File: src/rtl/wrapper_req_sched.sv
// Round-robin scheduler that shares one password-encryption wrapper among
// NUM_REQ clients, owns the master key register and gates traffic on wrapper boot.
module wrapper_req_sched #(
   parameter int NUM_REQ = 4,
   parameter int DATA_W  = 128,
   parameter int TIMEOUT = 1024
) (
   input  logic                        clk,
   input  logic                        rst,
   input  logic [NUM_REQ-1:0]          req_valid,
   output logic [NUM_REQ-1:0]          req_ready,
   input  logic [NUM_REQ*DATA_W-1:0]   req_account,
   input  logic [NUM_REQ*DATA_W-1:0]   req_password,
   input  logic                        mk_load,
   input  logic [DATA_W-1:0]           master_key_in,
   output logic [NUM_REQ-1:0]          resp_valid,
   output logic [DATA_W-1:0]           resp_data,
   output logic                        resp_err,
   output logic                        busy,
   output logic [DATA_W-1:0]           account,
   output logic [DATA_W-1:0]           password,
   output logic [DATA_W-1:0]           master_key,
   output logic                        go,
   input  logic [DATA_W-1:0]           password_enc,
   input  logic                        boot_done_signal,
   input  logic                        done
);

   localparam int IDX_W = (NUM_REQ > 1) ? $clog2(NUM_REQ) : 1;
   localparam int CNT_W = $clog2(TIMEOUT);
   localparam logic [CNT_W-1:0] CNT_LAST = CNT_W'(TIMEOUT - 1);
   localparam logic [IDX_W-1:0] IDX_LAST = IDX_W'(NUM_REQ - 1);

   typedef enum logic [2:0] {
      S_BOOT,
      S_IDLE,
      S_ISSUE,
      S_WAIT,
      S_RESP
   } state_t;

   state_t             state;
   state_t             state_nxt;
   logic [IDX_W-1:0]   rr_ptr;
   logic [IDX_W-1:0]   grant;
   logic [IDX_W-1:0]   winner;
   logic               found;
   logic               handshake;
   logic [CNT_W-1:0]   cnt;
   logic [DATA_W-1:0]  key_reg;
   logic [DATA_W-1:0]  acct_slice [NUM_REQ];
   logic [DATA_W-1:0]  pass_slice [NUM_REQ];

   // Unpack the flat client buses so the winner can pick its slice by index.
   always_comb begin
      for (int i = 0; i < NUM_REQ; i++) begin
         acct_slice[i] = req_account[i*DATA_W +: DATA_W];
         pass_slice[i] = req_password[i*DATA_W +: DATA_W];
      end
   end

   // Round-robin search starting at rr_ptr; the first valid client wins.
   always_comb begin
      int idx;
      found  = 1'b0;
      winner = '0;
      idx    = 0;
      for (int k = 0; k < NUM_REQ; k++) begin
         idx = (int'(rr_ptr) + k) % NUM_REQ;
         if (!found && req_valid[IDX_W'(idx)]) begin
            found  = 1'b1;
            winner = IDX_W'(idx);
         end
      end
   end

   always_ff @(posedge clk or negedge rst) begin
      if (!rst) begin
         state <= S_BOOT;
      end else begin
         state <= state_nxt;
      end
   end

   // Next state plus the combinational grant; a dropped boot_done in IDLE
   // blocks the grant in the same cycle it is seen.
   always_comb begin
      state_nxt = state;
      req_ready = '0;
      handshake = 1'b0;
      unique case (state)
         S_BOOT: begin
            if (boot_done_signal) begin
               state_nxt = S_IDLE;
            end
         end
         S_IDLE: begin
            if (!boot_done_signal) begin
               state_nxt = S_BOOT;
            end else if (found) begin
               req_ready[winner] = 1'b1;
               handshake         = 1'b1;
               state_nxt         = S_ISSUE;
            end
         end
         S_ISSUE: begin
            state_nxt = S_WAIT;
         end
         S_WAIT: begin
            if (done || (cnt == CNT_LAST)) begin
               state_nxt = S_RESP;
            end
         end
         S_RESP: begin
            state_nxt = S_IDLE;
         end
         default: begin
            state_nxt = S_BOOT;
         end
      endcase
   end

   always_comb begin
      resp_valid = '0;
      if (state == S_RESP) begin
         resp_valid[grant] = 1'b1;
      end
   end

   assign go         = (state == S_ISSUE);
   assign busy       = (state == S_ISSUE) || (state == S_WAIT) || (state == S_RESP);
   assign master_key = key_reg;

   // The key can only change while no operation is in flight.
   always_ff @(posedge clk or negedge rst) begin
      if (!rst) begin
         key_reg <= '0;
      end else if (mk_load && ((state == S_BOOT) || (state == S_IDLE))) begin
         key_reg <= master_key_in;
      end
   end

   // Request latch, wait counter, response capture and pointer advance.
   always_ff @(posedge clk or negedge rst) begin
      if (!rst) begin
         account   <= '0;
         password  <= '0;
         grant     <= '0;
         rr_ptr    <= '0;
         cnt       <= '0;
         resp_data <= '0;
         resp_err  <= 1'b0;
      end else begin
         unique case (state)
            S_IDLE: begin
               if (handshake) begin
                  account  <= acct_slice[winner];
                  password <= pass_slice[winner];
                  grant    <= winner;
               end
            end
            S_ISSUE: begin
               cnt <= '0;
            end
            S_WAIT: begin
               if (done) begin
                  resp_data <= password_enc;
                  resp_err  <= 1'b0;
               end else if (cnt == CNT_LAST) begin
                  resp_data <= '0;
                  resp_err  <= 1'b1;
               end else begin
                  cnt <= cnt + CNT_W'(1);
               end
            end
            S_RESP: begin
               rr_ptr <= (grant == IDX_LAST) ? '0 : grant + IDX_W'(1);
            end
            default: begin
            end
         endcase
      end
   end

endmodule

File: config.mk
export PLATFORM = sky130hd
export DESIGN_NAME = wrapper_req_sched
export DESIGN_NICKNAME = d
export VERILOG_FILES = /design/src/rtl/wrapper_req_sched.sv
export SDC_FILE = /design/constraint.sdc
export NUM_CORES = 1
export LEC_CHECK = 0
export ABC_AREA = 1
export BUFFER_PORTS_ARGS = -buffer_cell sky130_fd_sc_hd__buf_2
export CAP_MARGIN = 20
export CELL_PAD_IN_SITES_DETAIL_PLACEMENT = 2
export CELL_PAD_IN_SITES_GLOBAL_PLACEMENT = 2
export CORE_AREA = 5 5 708 710
export DETAILED_ROUTE_END_ITERATION = 8
export DIE_AREA = 0 0 713 715
export PLACE_DENSITY = 0.3
export SLEW_MARGIN = 10
export SYNTH_ARGS = -nofsm -noshare
export SYNTH_HDL_FRONTEND = slang
export SYNTH_SLANG_ARGS = --single-unit
File: constraint.sdc
create_clock -name clk -period 6.5 [get_ports clk]
set_clock_uncertainty 0.2 [all_clocks]
set_input_delay 0.65 -clock clk [delete_from_list [all_inputs] [get_ports clk]]
set_output_delay 0.65 -clock clk [all_outputs]
set_load 0.05 [all_outputs]
After elaboration in Yosys (flattened, before gate mapping):

Cells that the tools add are included.

* output and inout port bits: 523
* bits in registers: 530
* logic and storage cells: 105

* bitwise gates (word level): 1
* eq/ne operators: 11
* add/sub/neg operators: 5
* $lt $le $gt $ge: 9
* muxes and demuxes: 50
* reduce and logical (&&, ||, !) cells: 20

Operator list (number)
* 128-bit two-way mux: 6
* 128-bit binary-select mux with 2-bit select: 2
* 10-bit two-way mux: 2
* 10-bit one-hot mux with 2 select lines: 1
* 1-bit two-way mux: 19
* 2-bit by 4-bit < comparator with 1-bit output (second input constant): 4
* 4-bit two-way mux: 4
* 3-bit one-hot mux with 5 select lines: 1
* 3-bit two-way mux: 4
* 10-bit by 1-bit adder with 10-bit output (second input constant): 1
* 10-bit == test (second input constant): 1
* 2-bit two-way mux: 5
* 1-bit binary-select mux with 2-bit select: 4
* 2-bit != test (second input constant): 4
* 3-bit by 2-bit == test with 1-bit output (second input constant): 2
* 1-bit logical AND: 6
* 2-bit by 3-bit < comparator with 1-bit output (second input constant): 2
* 3-bit AND reduction: 2
* 2-bit by 1-bit adder with 2-bit output (second input constant): 2
* 2-bit adder (second input constant): 2
* 1-bit demux with 2-bit select: 2
* 2-bit by 1-bit greater-or-equal comparator with 1-bit output (second input constant): 2
* 1-bit logical OR: 4
* 2-bit AND reduction: 2
* 9 further kinds: 12

Longest topological paths before layout:

Gate-level depths: netlist (run 1).

* depth in word-level cells: 20
* gate-level depth with buffers: 17

Worst setup path after synthesis (run 1):

No wires, ideal clock.

* kind: input-to-output
* from: in req_valid[3]
* to: out req_ready[1]
* buffers on the path: 3
* cell stages on the path: 12
* data arrival time: 2.834 ns
* data required time: 5.650 ns
* slack: 2.816 ns
* path through: inv_1 nand2_1 nand3_1 nand2_2 nor2_4 nand3_2 nand2_4 nand2_2 buf_6 buf_2 buf_2 nor3_1

* cells in the longest elaborated chain, start to end: 20
* elaborated cells on any way between the ends: 34

RTL lines
* start, declared: line 10 `input logic [NUM_REQ-1:0] req_valid,`
* 1-bit binary-select mux with 2-bit select: line 70 `if (!found && req_valid[IDX_W'(idx)]) begin`
* 1-bit two-way mux (implied by the code) (2 in a row): line 70
* 1-bit two-way mux: line 70
* 1-bit logical NOT: line 70
* 1-bit logical AND: line 70
* 1-bit two-way mux: line 70
* 1-bit logical NOT: line 70
* 1-bit logical AND: line 70
* [... 3 more ...]
* 2-bit two-way mux: line 70
* 2-bit by 3-bit < comparator with 1-bit output (implied by the code) / 2-bit by 1-bit greater-or-equal comparator with 1-bit output (equally long branches): line 101 `req_ready[winner] = 1'b1;`
* 1-bit logical AND (implied by the code): line 101
* 1-bit two-way mux (implied by the code): line 101
* 1-bit demux with 2-bit select: line 101
* 4-bit two-way mux *: line 100 `end else if (found) begin`
* 4-bit two-way mux *: line 98 `if (!boot_done_signal) begin`
* 4-bit two-way mux *: line 91 `unique case (state)`
* end, declared: line 11 `output logic [NUM_REQ-1:0] req_ready,`

Every way passes the cells marked *; elsewhere a longest branch is shown, timed or not. The select of a mux whose other input is x is not followed.

Worst setup path after layout (run 1):

* from: reg rr_ptr[0]
* to: reg password[108]

* cells in the longest elaborated chain, start to end: 17
* elaborated cells on any way between the ends: 37

RTL lines
* start, declared: line 44 `logic [IDX_W-1:0] rr_ptr;`
* start signal, assigned: line 177 `rr_ptr <= (grant == IDX_LAST) ? '0 : grant + IDX_W'(1);`
* parallel branches: the longest is 17 deep, another holds 2-bit by 1-bit adder with 2-bit output
* end signal, assigned: line 158 `password <= pass_slice[winner];`
* end, declared: line 21 `output logic [DATA_W-1:0] password,`

Several ways; the timed one is not identified. The select of a mux whose other input is x is not followed.
A chain may end at the register's enable or synchronous reset.

==> flow_summary.yaml, run 1 <==
run_status:
  status: "finished, final reports clean"
floorplanning:
  ios: 1812
  fp.dieH_um: 715
  rows: 259
  die_w_um: 713
  dieArea_mm2: 0.5098
  start_util_pct: 6.123
  core_mm2: 0.4952
timing:
  fin_setup_tns_ns: 0
  finalCritPeriodShare_pct: 83.75
  grt_setup_unrepaired: "no"
  drv_slew: 0
  max_freq_ghz: 0.1837
  slew_headroom_pct: 28.38
  min_period_ns: 5.444
  hold_violations: 0
  tightest_slew_ns: 1.074
  setup_violations: 0
  whs_ns: 0.07791
power:
  powerDensity_mw_per_mm2: 580.0
  total_power_w: 0.03401
  irDropWorstVdd_mv: 0.3312
  p_leak_nw: 29.08
worst_hold_path:
  hold_path_class: "in -> reg"
critical_path:
  cp_data_required_time_ns: 6.99
  critPathLaunchType: "flop"
  path_buf_inv: 5
  cp.arrival_ns: 5.94
  crit_path_top_delay_cell: "buf_4"
  crit_fanout: 71
  crit_family: "buffers and inverters"
  crit_path_frequent_cell: "nand2_1"
  worstPathCellList: "inv_2 -> nand2_1 -> nand2_1 -> nand2_1 -> nand2_1 -> nor2_4 -> nand3_2 -> nand2_8 -> buf_4 -> buf_4 -> nand3_1 -> nand3_1 -> dlygate4sd3_1 -> nand2_1 -> dlygate4sd3_1 -> nand2_1 -> nand2_1"
  worstSetupPathType: "reg -> reg"
  endpoint_kind: "flop"
  max_stage_delay_ns: 0.77
grt:
  grt_pass1_wl_um: 437200
  grt_overflow: 0
  grt_max_degree: 128
  antenna_found_initial: 359
  gr-usage-all-layers_pct: 12.64
  grt_pass1_vias: 44660
clock_tree:
  cts_made_buffers: 94
  cts_tree: "built"
  clock_latency_ns: 0.85
  htreeDepth: 3
  cts.sinks: 530
  root_buffer: "clkbuf_16"
  cts.repair.resized: 0
  ctsLongestPathBuffers: 4
  clk_pin_slew_ns: 0.06
routing:
  ant_nets: 0
  vias: 39970
  drc: 0
  dr.pass1.iters: 5
  drt-total-wl_um: 335800
  via_per_inst: 3.022
  wl_per_cell_um: 25.38
  first_iter_violations: 1605
yosys:
  postSynthAreaPerCell_um2: 7.517
  synth.distinct_cells: 35
  synth_edf_count: 0
  synth_most_common_cell: "nand2_1"
  synth-seq-area-share_pct: 43.75
  ys_warn_count: 0
  syn_area_mm2: 0.03032
  synth.largest_area_cell: "dfrtp_1"
  netlist_top_cells_area: "dfrtp_1 44%, nand2_1 14%, nand3_1 12%"
  syn_nets: 5327
  synth_seq_cells: 530
  synth_cells: 4033
  async_flop_share_pct: 100.0
  synth_top_cells_by_count: "1120 x nand2_1, 742 x inv_1, 720 x nand3_1"
  ys.flop_type: "dfrtp_1"
  post-synth-top-area-fraction_pct: 43.75
job:
  cap_violations: 0
finish:
  area_delta_synth_final_pct: 93.40
  final_layout_size_suffix_gt1_share_pct: 33.21
  fin_nets: 7854
placed_design:
  port_buffers: 1811
  post-dp-hpwl_um: 278100
  gp_congestion: 0.8485
-- layer usage --
metal  up-vias  global-route usage (%)  wire length (um)
met5         -                       0               678
met4       104                   2.546              8791
met3       696                   3.945             24040
met2      1591                   22.98            168900
met1     19710                   14.46            133400
li1      17870                       -                 -
-- power by group --
group	leakage [nW]	switching, W	internal [W]	total, W
sequential	6.52	0.00103	0.00488	0.00591
clock	1.53	0.00217	0.00322	0.00539
combinational	21.0	0.0160	0.00669	0.0227
total	29.1	0.0192	0.0148	0.0340
-- what timing repair did --
item	in CTS	in global routing
endpoints found under the setup margin	0	0
endpoints found under the hold margin	516	0
buffers inserted	0	0
hold buffers	816	0
-- worst register-to-register path: stages (launching register included) --
cell and delay, ns:
dfrtp_1 0.62, inv_2 0.18, nand2_1 0.10, nand2_1 0.09, nand2_1 0.10, nand2_1 0.09, nor2_4 0.14, nand3_2 0.13
nand2_8 0.44, buf_4 0.66, buf_4 0.81, nand3_1 0.27, nand3_1 0.14, dlygate4sd3_1 0.57, nand2_1 0.05, dlygate4sd3_1 0.56
nand2_1 0.07, nand2_1 0.06
-- logic make-up after synthesis --
family / after synthesis / share of synthesized area, %
compound gates: 309 / 8.027
xor+xnor: 3 / 0.08669
fa+ha+maj: 5 / 0.2064
buf+inv: 1016 / 13.37
flops: 530 / 43.75
mux: 128 / 4.754
simple gates: 2042 / 29.81
-- registers in the layout, indices dropped and copies added (netlist names) --
| signal | flops |
|---|---|
| account | 128 |
| master_key | 128 |
| password | 128 |
| resp_data | 128 |
| cnt | 10 |
| state | 3 |
| grant | 2 |
| rr_ptr | 2 |
| resp_err | 1 |
-- stage by stage --
step           area (um2)  cells  util (%)  setup slack, ns
2_1_floorplan       30320   4033         -            2.816
3_3_place_gp        47100  12170     9.512            1.413
3_5_place_dp        47120  12170     9.516            1.731
4_1_cts             58410  13150     11.80           0.9581
5_1_grt             58500  13180     11.82           0.6721
6_report            58630  13230     11.84            1.056
-- path summary, 6_finish.rpt --
kind / to / cells past startpoint / startpoint / slack [ns]
worst max-delay path: password[108]$_DFFE_PN0P_ / 17 / rr_ptr[0]$_DFFE_PN0P_ / 1.06
worst min-delay path: account[65]$_DFFE_PN0P_ / 3 / req_account[449] / 0.08
worst max register to register: password[108]$_DFFE_PN0P_ / 17 / rr_ptr[0]$_DFFE_PN0P_ / 1.06
worst min register to register: account[30]$_DFFE_PN0P_ / 2 / account[30]$_DFFE_PN0P_ / 0.28
max in group asynchronous: master_key[77]$_DFFE_PN0P_ / 4 / rst / 4.22
min in group asynchronous: master_key[23]$_DFFE_PN0P_ / 2 / rst / 0.38
-- cell usage in the layout (no fill, tap or decap), types with 3 or more instances in the layout --
cell           synthesis  layout
or2_2                 28      28
nand4_1                3       3
ha_1                   5       5
nand3_1              720     719
buf_2                158    1810
nor3_1                 7       7
nand2_8                0       3
nand2_1             1120    1118
buf_4                  4      57
bufinv_16              0       8
or2_1                131     131
a21oi_1                5       5
clkbuf_1              93      24
nor2_1                21      20
a22o_1               128     128
clkbuf_8               0      20
dlygate4sd3_1          0     816
o21ai_0               12      12
clkbuf_16              0      95
nor2_4                 3       5
diode_2                0      72
inv_1                742     740
dfrtp_1              530     530
mux2_2               128     128
o31ai_1                3       3
clkinv_2               0      13
buf_12                 0      17
o211ai_1             158     158
-- layout make-up --
type | instances | area (um2)
fillers | 58740 | 436500
repair buffers | 2702 | 18020
flip-flops and latches | 530 | 13260
multi-input cells | 2487 | 13080
well taps | 6525 | 8164
inverters | 745 | 2801
clock buffers | 139 | 2743
clock inverters | 27 | 384.1
diodes | 72 | 180.2
Power figures use the tool's default switching activity.
==> inputs of run 2 (changes only) <==
--- a/config.mk
+++ b/config.mk
@@ -5,14 +5,14 @@
 export SDC_FILE = /design/constraint.sdc
 export NUM_CORES = 1
 export LEC_CHECK = 0
-export ABC_AREA = 1
+export ABC_AREA = 0
 export BUFFER_PORTS_ARGS = -buffer_cell sky130_fd_sc_hd__buf_2
 export CAP_MARGIN = 20
 export CELL_PAD_IN_SITES_DETAIL_PLACEMENT = 2
 export CELL_PAD_IN_SITES_GLOBAL_PLACEMENT = 2
-export CORE_AREA = 5 5 708 710
+export CORE_AREA = 5 5 702 704
 export DETAILED_ROUTE_END_ITERATION = 8
-export DIE_AREA = 0 0 713 715
+export DIE_AREA = 0 0 707 709
 export PLACE_DENSITY = 0.3
 export SLEW_MARGIN = 10
 export SYNTH_ARGS = -nofsm -noshare
==> constraint.sdc (replaced) <==
create_clock -name clk -period 4.9 [get_ports clk]
set_clock_uncertainty 0.2 [all_clocks]
set_input_delay 0.49 -clock clk [delete_from_list [all_inputs] [get_ports clk]]
set_output_delay 0.49 -clock clk [all_outputs]
set_load 0.05 [all_outputs]
==> run 2 against run 1 <==
Register-to-register slack got worse by 0.43 ns. Highest routed layer unchanged. First-iteration DRC count up 38%. Sequential power increased by 35%. Sequential share of layout area fell by 0.56 points. Critical path depth down 12. Power increased by 14%. Worst setup slack got worse by 0.45 ns. Global-route usage grew 2.4 points. Via count fell by 3.8%. Clock-buffer cell count increased by 8. Utilization grew 0.55 points. Die area decreased by 1.7%.
==> flow_summary.yaml, run 2 <==
critical_path:
  rr_endpoint: "account[30]$_DFFE_PN0P_"
  r2r_setup_slack_ns: 0.63
  reg2reg_depth: 9
  worstSetupPathType: "reg -> out"
  crit_fanout: 16
  critPathLaunchType: "flop"
  endpoint_kind: "output port"
  cp_data_required_time_ns: 4.21
  r2r_start: "rr_ptr[1]$_DFFE_PN0P_"
  critPathLaunch: "state[2]$_DFFE_PN0P_"
  cp.arrival_ns: 3.60
finish:
  fin_nets: 6811
  multi_input_area_mm2: 0.01430
  final_layout_size_suffix_gt1_share_pct: 41.20
  regArea_mm2: 0.01326
  area_delta_synth_final_pct: 107.6
  fillCellCount: 56590
  final_common_cell: "buf_2"
  final_cell_mix: "1810 x buf_2, 1002 x dlygate4sd3_1, 530 x dfrtp_1"
power:
  irDropWorstVdd_mv: 0.2874
  netSwitchingFraction_pct: 53.98
  seq_power_share_pct: 20.6
  power.switching_w: 0.02084
  power_frac_clock_pct: 19.0
  powerDensity_mw_per_mm2: 642.4
  p_leak_nw: 26.41
  p_comb_share_pct: 60.4
  p_int_w: 0.01777
yosys:
  synth_cells: 2760
  synth_most_common_cell: "dfrtp_1"
  postSynthAreaPerCell_um2: 10.49
  synth.largest_area_cell: "dfrtp_1"
  async_flop_share_pct: 100.0
  post-synth-top-area-fraction_pct: 45.81
  synth-seq-area-share_pct: 45.81
  syn_nets: 4054
  netlist_top_cells_area: "dfrtp_1 46%, mux2i_1 8.9%, o211ai_1 6.7%"
  synth_seq_cells: 530
  synth.distinct_cells: 39
  ys.flop_type: "dfrtp_1"
  synth_top_cells_by_count: "530 x dfrtp_1, 268 x nand2_1, 259 x nand4_1"
  synth_edf_count: 0
  ys_warn_count: 0
  syn_area_mm2: 0.02895
clock_tree:
  root_buffer: "clkbuf_16"
  clock_latency_ns: 0.83
  clk_pin_slew_ns: 0.06
  cts_tree: "built"
  htreeDepth: 3
  post_cts_buffers: 0
  cts_made_buffers: 96
  ctsLongestPathBuffers: 4
  cts.sinks: 530
routing:
  drc: 0
  ant_nets: 0
  via_per_inst: 3.164
  vias: 38440
  dr.pass1.iters: 7
  first_iter_violations: 2214
  wl_per_cell_um: 32.56
  drt-total-wl_um: 395600
job:
  cap_violations: 0
timing:
  drv_slew: 0
  max_freq_ghz: 0.2330
  fin_setup_tns_ns: 0
  slew_headroom_pct: 22.09
  min_period_ns: 4.291
  grt_setup_unrepaired: "no"
  hold_violations: 0
  setup_slack_ns: 0.6088
  setup_violations: 0
  finalCritPeriodShare_pct: 87.58
  tightest_slew_ns: 1.136
floorplanning:
  core_mm2: 0.4853
  die_w_um: 707
  start_util_pct: 5.967
  rows: 256
  ios: 1812
  dieArea_mm2: 0.5013
  fp.dieH_um: 709
grt:
  grt.met3_usage_pct: 5.565
  grt_overflow: 0
  use_met1_pct: 18.43
  use_met2_pct: 24.82
  antenna_found_initial: 322
  gr-usage-all-layers_pct: 15.05
  grt_pass1_vias: 42000
  grt_pass1_wl_um: 490600
  busiest_layer: "met2"
  grt_max_degree: 127
run_status:
  status: "finished, final reports clean"
placed_design:
  gp_congestion: 0.9568
  port_buffers: 1811
  post-dp-hpwl_um: 331000
  pre_cts_ws_ns: 0.9553
worst_hold_path:
  hold_path_class: "in -> async"
==> run 2: cell types whose count changed in the layout (fill, tap and decap cells not counted), moves of 100 or more <==
cell / delta
nand2_1: -850
inv_1: -736
nand3_1: -717
a21o_1: +256
nand4_1: +256
o31ai_1: +249
mux2i_1: +241
dlygate4sd3_1: +186
or2_1: -131
o211ai_1: +100
==> run 2: critical path, cell delays in order, from the launching register on <==
cell     delay, ns
dfrtp_1       0.47
nor2_2        0.55
nand4_4       0.52
or3_4         0.71
nor2_1        0.18
buf_2         0.29
==> run 2: layout make-up <==
class / instances / area share, %
repair buffers: 2989 / 34.85
well taps: 6450 / 13.43
multi-input cells: 1896 / 23.79
inverters: 4 / 0.02498
clock buffers: 147 / 4.814
clock inverters: 22 / 0.5641
flip-flops and latches: 530 / 22.06
diodes: 111 / 0.4621
==> run 2: cells by family (layout without fill, tap and decap cells) <==
family	count (synthesis)	in the layout	synth area share (%)
multiplexers	386	386	13.90
other	0	111	0
AO/OA/AOI/OAI	921	921	24.38
buffers and inverters	334	3162	5.449
flip-flops	530	530	45.81
AND/OR/NAND/NOR	578	578	10.06
adder cells (fa/ha/maj)	5	5	0.2161
XOR/XNOR	6	6	0.1815
==> run 2: how the worst max path moves through the flow <==
stage                                           end  slack [ns]  depth (start not counted)
after floorplan                        req_ready[2]        2.01                          7
after global placement    password[107]$_DFFE_PN0P_        0.42                          8
after detailed placement    account[78]$_DFFE_PN0P_        0.96                          8
after CTS                              req_ready[3]        0.29                          5
after global routing                   req_ready[3]        0.28                          5
final                                  req_ready[2]        0.61                          5
==> run 2: power by group through the flow <==
stage	Clock, W	Sequential (W)	Combinational [W]
floorplan	0	0.0143	0.00527
global placement	0	0.00802	0.0212
detailed placement	0	0.00805	0.0212
CTS	0.00774	0.00802	0.0238
global route	0.00783	0.00822	0.0245
finish	0.00733	0.00797	0.0233
==> run 2: what timing repair did <==
action | 4_1_cts | 5_1_grt
endpoints found under the hold margin | 561 | 0
hold buffers | 1002 | 0
gates resized for setup | 0 | 0
==> run 2: per-layer routing <==
metal | vias up | share of wire (%)
li1 | 16300 | -
met1 | 19730 | 42
met2 | 1687 | 46
met3 | 586 | 8.6
met4 | 138 | 3.0
met5 | - | 0.23
==> run 2: through the flow <==
stage	cell area, um2	total power (W)	std cells	hold slack, ns	util [%]
6_report	60110	0.03862	12150	0.03663	12.39
5_1_grt	59940	0.04056	12080	0.002645	12.35
4_1_cts	59830	0.03957	12040	0.001991	12.33
3_5_place_dp	46570	0.02927	10870	0.2854	9.597
3_3_place_gp	46480	0.02917	10860	0.2786	9.578
2_1_floorplan	28950	0.01960	2760	-0.005591	-
==> inputs of run 3 (changes only) <==
--- a/config.mk
+++ b/config.mk
@@ -8,7 +8,7 @@
 export ABC_AREA = 0
 export BUFFER_PORTS_ARGS = -buffer_cell sky130_fd_sc_hd__buf_2
 export CAP_MARGIN = 20
-export CELL_PAD_IN_SITES_DETAIL_PLACEMENT = 2
+export CELL_PAD_IN_SITES_DETAIL_PLACEMENT = 1
 export CELL_PAD_IN_SITES_GLOBAL_PLACEMENT = 2
 export CORE_AREA = 5 5 702 704
 export DETAILED_ROUTE_END_ITERATION = 8
==> run 3 against run 2 <==
Design area fell by 0.19%. Clock-buffer cell count fell by 8. Combinational power barely moved. Worst setup slack got worse by 0.061 ns. Die area did not move. Routed wire length fell by 1.0%. Register-to-register slack got worse by 0.08 ns. Clock power fell by 3.0%. Global-route usage fell by 0.15 points. Critical path depth rose by 4. Non-clock buffer count rose by 1. Critical endpoint is now account[23]$_DFFE_PN0P_. Largest power group unchanged.
==> flow_summary.yaml, run 3 (synthesized netlist as in run 2, its figures left out) <==
critical_path:
  critPathLaunchType: "flop"
  crit_end: "account[23]$_DFFE_PN0P_"
  worstPathCellList: "mux2i_1 -> or2_4 -> buf_12 -> buf_4 -> nand4_1 -> a21o_1 -> dlygate4sd3_1 -> o211ai_1 -> dlygate4sd3_1"
  crit_path_frequent_cell: "dlygate4sd3_1"
  r2r_setup_slack_ns: 0.55
  cp.arrival_ns: 4.86
  worstSetupPathType: "reg -> reg"
  r2r_start: "rr_ptr[1]$_DFFE_PN0P_"
  reg2reg_depth: 9
  max_stage_delay_ns: 0.56
  critPathLaunch: "rr_ptr[1]$_DFFE_PN0P_"
  endpoint_kind: "flop"
  crit_path_top_delay_cell: "dlygate4sd3_1"
  rr_endpoint: "account[23]$_DFFE_PN0P_"
  crit_fanout: 35
  critical_path_depth: 9
  cp_data_required_time_ns: 5.41
  crit_family: "buffers and inverters"
  path_buf_inv: 4
placed_design:
  gp_congestion: 0.9568
  port_buffers: 1811
  post-dp-hpwl_um: 328500
grt:
  antenna_found_initial: 324
  grt_max_degree: 127
  grt_pass1_wl_um: 485000
  gr-usage-all-layers_pct: 14.90
  grt_pass1_vias: 41080
  grt_overflow: 0
power:
  irDropWorstVdd_mv: 0.2804
  total_power_w: 0.03830
  p_leak_nw: 26.34
  powerDensity_mw_per_mm2: 638.4
timing:
  max_freq_ghz: 0.2298
  drv_slew: 0
  tightest_slew_ns: 1.332
  slew_headroom_pct: 10.42
  grt_setup_unrepaired: "no"
  setup_violations: 0
  hold_violations: 0
  finalCritPeriodShare_pct: 88.82
  fin_setup_tns_ns: 0
  min_period_ns: 4.352
routing:
  drt-total-wl_um: 391600
  drc: 0
  first_iter_violations: 2240
  vias: 38240
  ant_nets: 0
  dr.pass1.iters: 7
  via_per_inst: 3.151
  wl_per_cell_um: 32.27
clock_tree:
  root_buffer: "clkbuf_16"
  post_cts_buffers: 0
  cts.repair.resized: 0
  cts_tree: "built"
  cts_made_buffers: 97
  clk_pin_slew_ns: 0.06
  ctsLongestPathBuffers: 4
  cts.sinks: 530
  htreeDepth: 3
  cts_hold_buf: 1003
  clock_latency_ns: 0.84
floorplanning:
  rows: 256
  fp.dieH_um: 709
  die_w_um: 707
  ios: 1812
  dieArea_mm2: 0.5013
  start_util_pct: 5.967
  core_mm2: 0.4853
finish:
  fin_nets: 6813
  final_layout_size_suffix_gt1_share_pct: 41.25
  final_common_cell: "buf_2"
  area_delta_synth_final_pct: 107.2
  fillCellCount: 57130
  finish.utilization_pct: 12.36
  final_cell_mix: "1810 x buf_2, 1003 x dlygate4sd3_1, 530 x dfrtp_1"
worst_hold_path:
  hold_path_class: "in -> reg"
run_status:
  status: "finished, final reports clean"
job:
  cap_violations: 0
run 3: cell count changes in the layout (fill, tap and decap cells not counted), sizes merged:
cell and change:
diode -13, bufinv -4, inv +2, clkinvlp +7
clkbuf -8, dlygate4sd3 +1, clkinv +2
run 3: power by group:
group	leakage (nW)	switching, W	internal [W]
sequential	6.57	0.00158	0.00640
combinational	18.2	0.0162	0.00698
clock	1.53	0.00294	0.00417
run 3: layer usage:
| layer | global-route usage, % | part of all wire (%) | vias to the layer above |
|---|---|---|---|
| met5 | 0 | 0.18 | - |
| met1 | 18.56 | 42 | 19530 |
| met4 | 3.807 | 3.2 | 116 |
| met2 | 24.48 | 46 | 1716 |
| li1 | - | - | 16310 |
| met3 | 5.069 | 8.4 | 574 |
run 3: tightest hold or removal path, cell delays in order:
cell and delay (ns):
buf_2 0.08, mux2i_1 0.19, o211ai_1 0.21
run 3: final cells by class:
class	instances	area [um2]	area share [%]
timing repair buffer	2990	20960	34.94
multi-input combinational	1896	14300	23.84
sequential	530	13260	22.11
tap	6450	8070	13.45
clock buffer	139	2846	4.744
clock inverter	29	292.8	0.4880
antenna	98	245.2	0.4088
inverter	4	15.01	0.02503
run 3: how the worst min path moves through the flow:
stage | start | to | slack [ns] | cells past startpoint
6_report | req_account[331] | account[75]$_DFFE_PN0P_ | 0.04 | 3
3_3_place_gp | account[119]$_DFFE_PN0P_ | account[119]$_DFFE_PN0P_ | 0.28 | 2
3_5_place_dp | account[10]$_DFFE_PN0P_ | account[10]$_DFFE_PN0P_ | 0.28 | 2
4_1_cts | req_password[139] | password[11]$_DFFE_PN0P_ | 0.003 | 4
5_1_grt | req_password[453] | password[69]$_DFFE_PN0P_ | 0.04 | 3
2_1_floorplan | rst | account[0]$_DFFE_PN0P_ | -0.006 | 0
run 3: per-stage QoR:
step / cell area, um2 / worst slack (ns) / instances / hold WS, ns
6_report: 60000 / 0.5481 / 12140 / 0.04429
5_1_grt: 59860 / 0.2220 / 12080 / 0.03746
4_1_cts: 59750 / 0.2008 / 12040 / 0.003108
3_5_place_dp: 46570 / 0.9265 / 10870 / 0.2842
3_3_place_gp: 46480 / 0.4160 / 10860 / 0.2786
2_1_floorplan: 28950 / 2.011 / 2760 / -0.005591
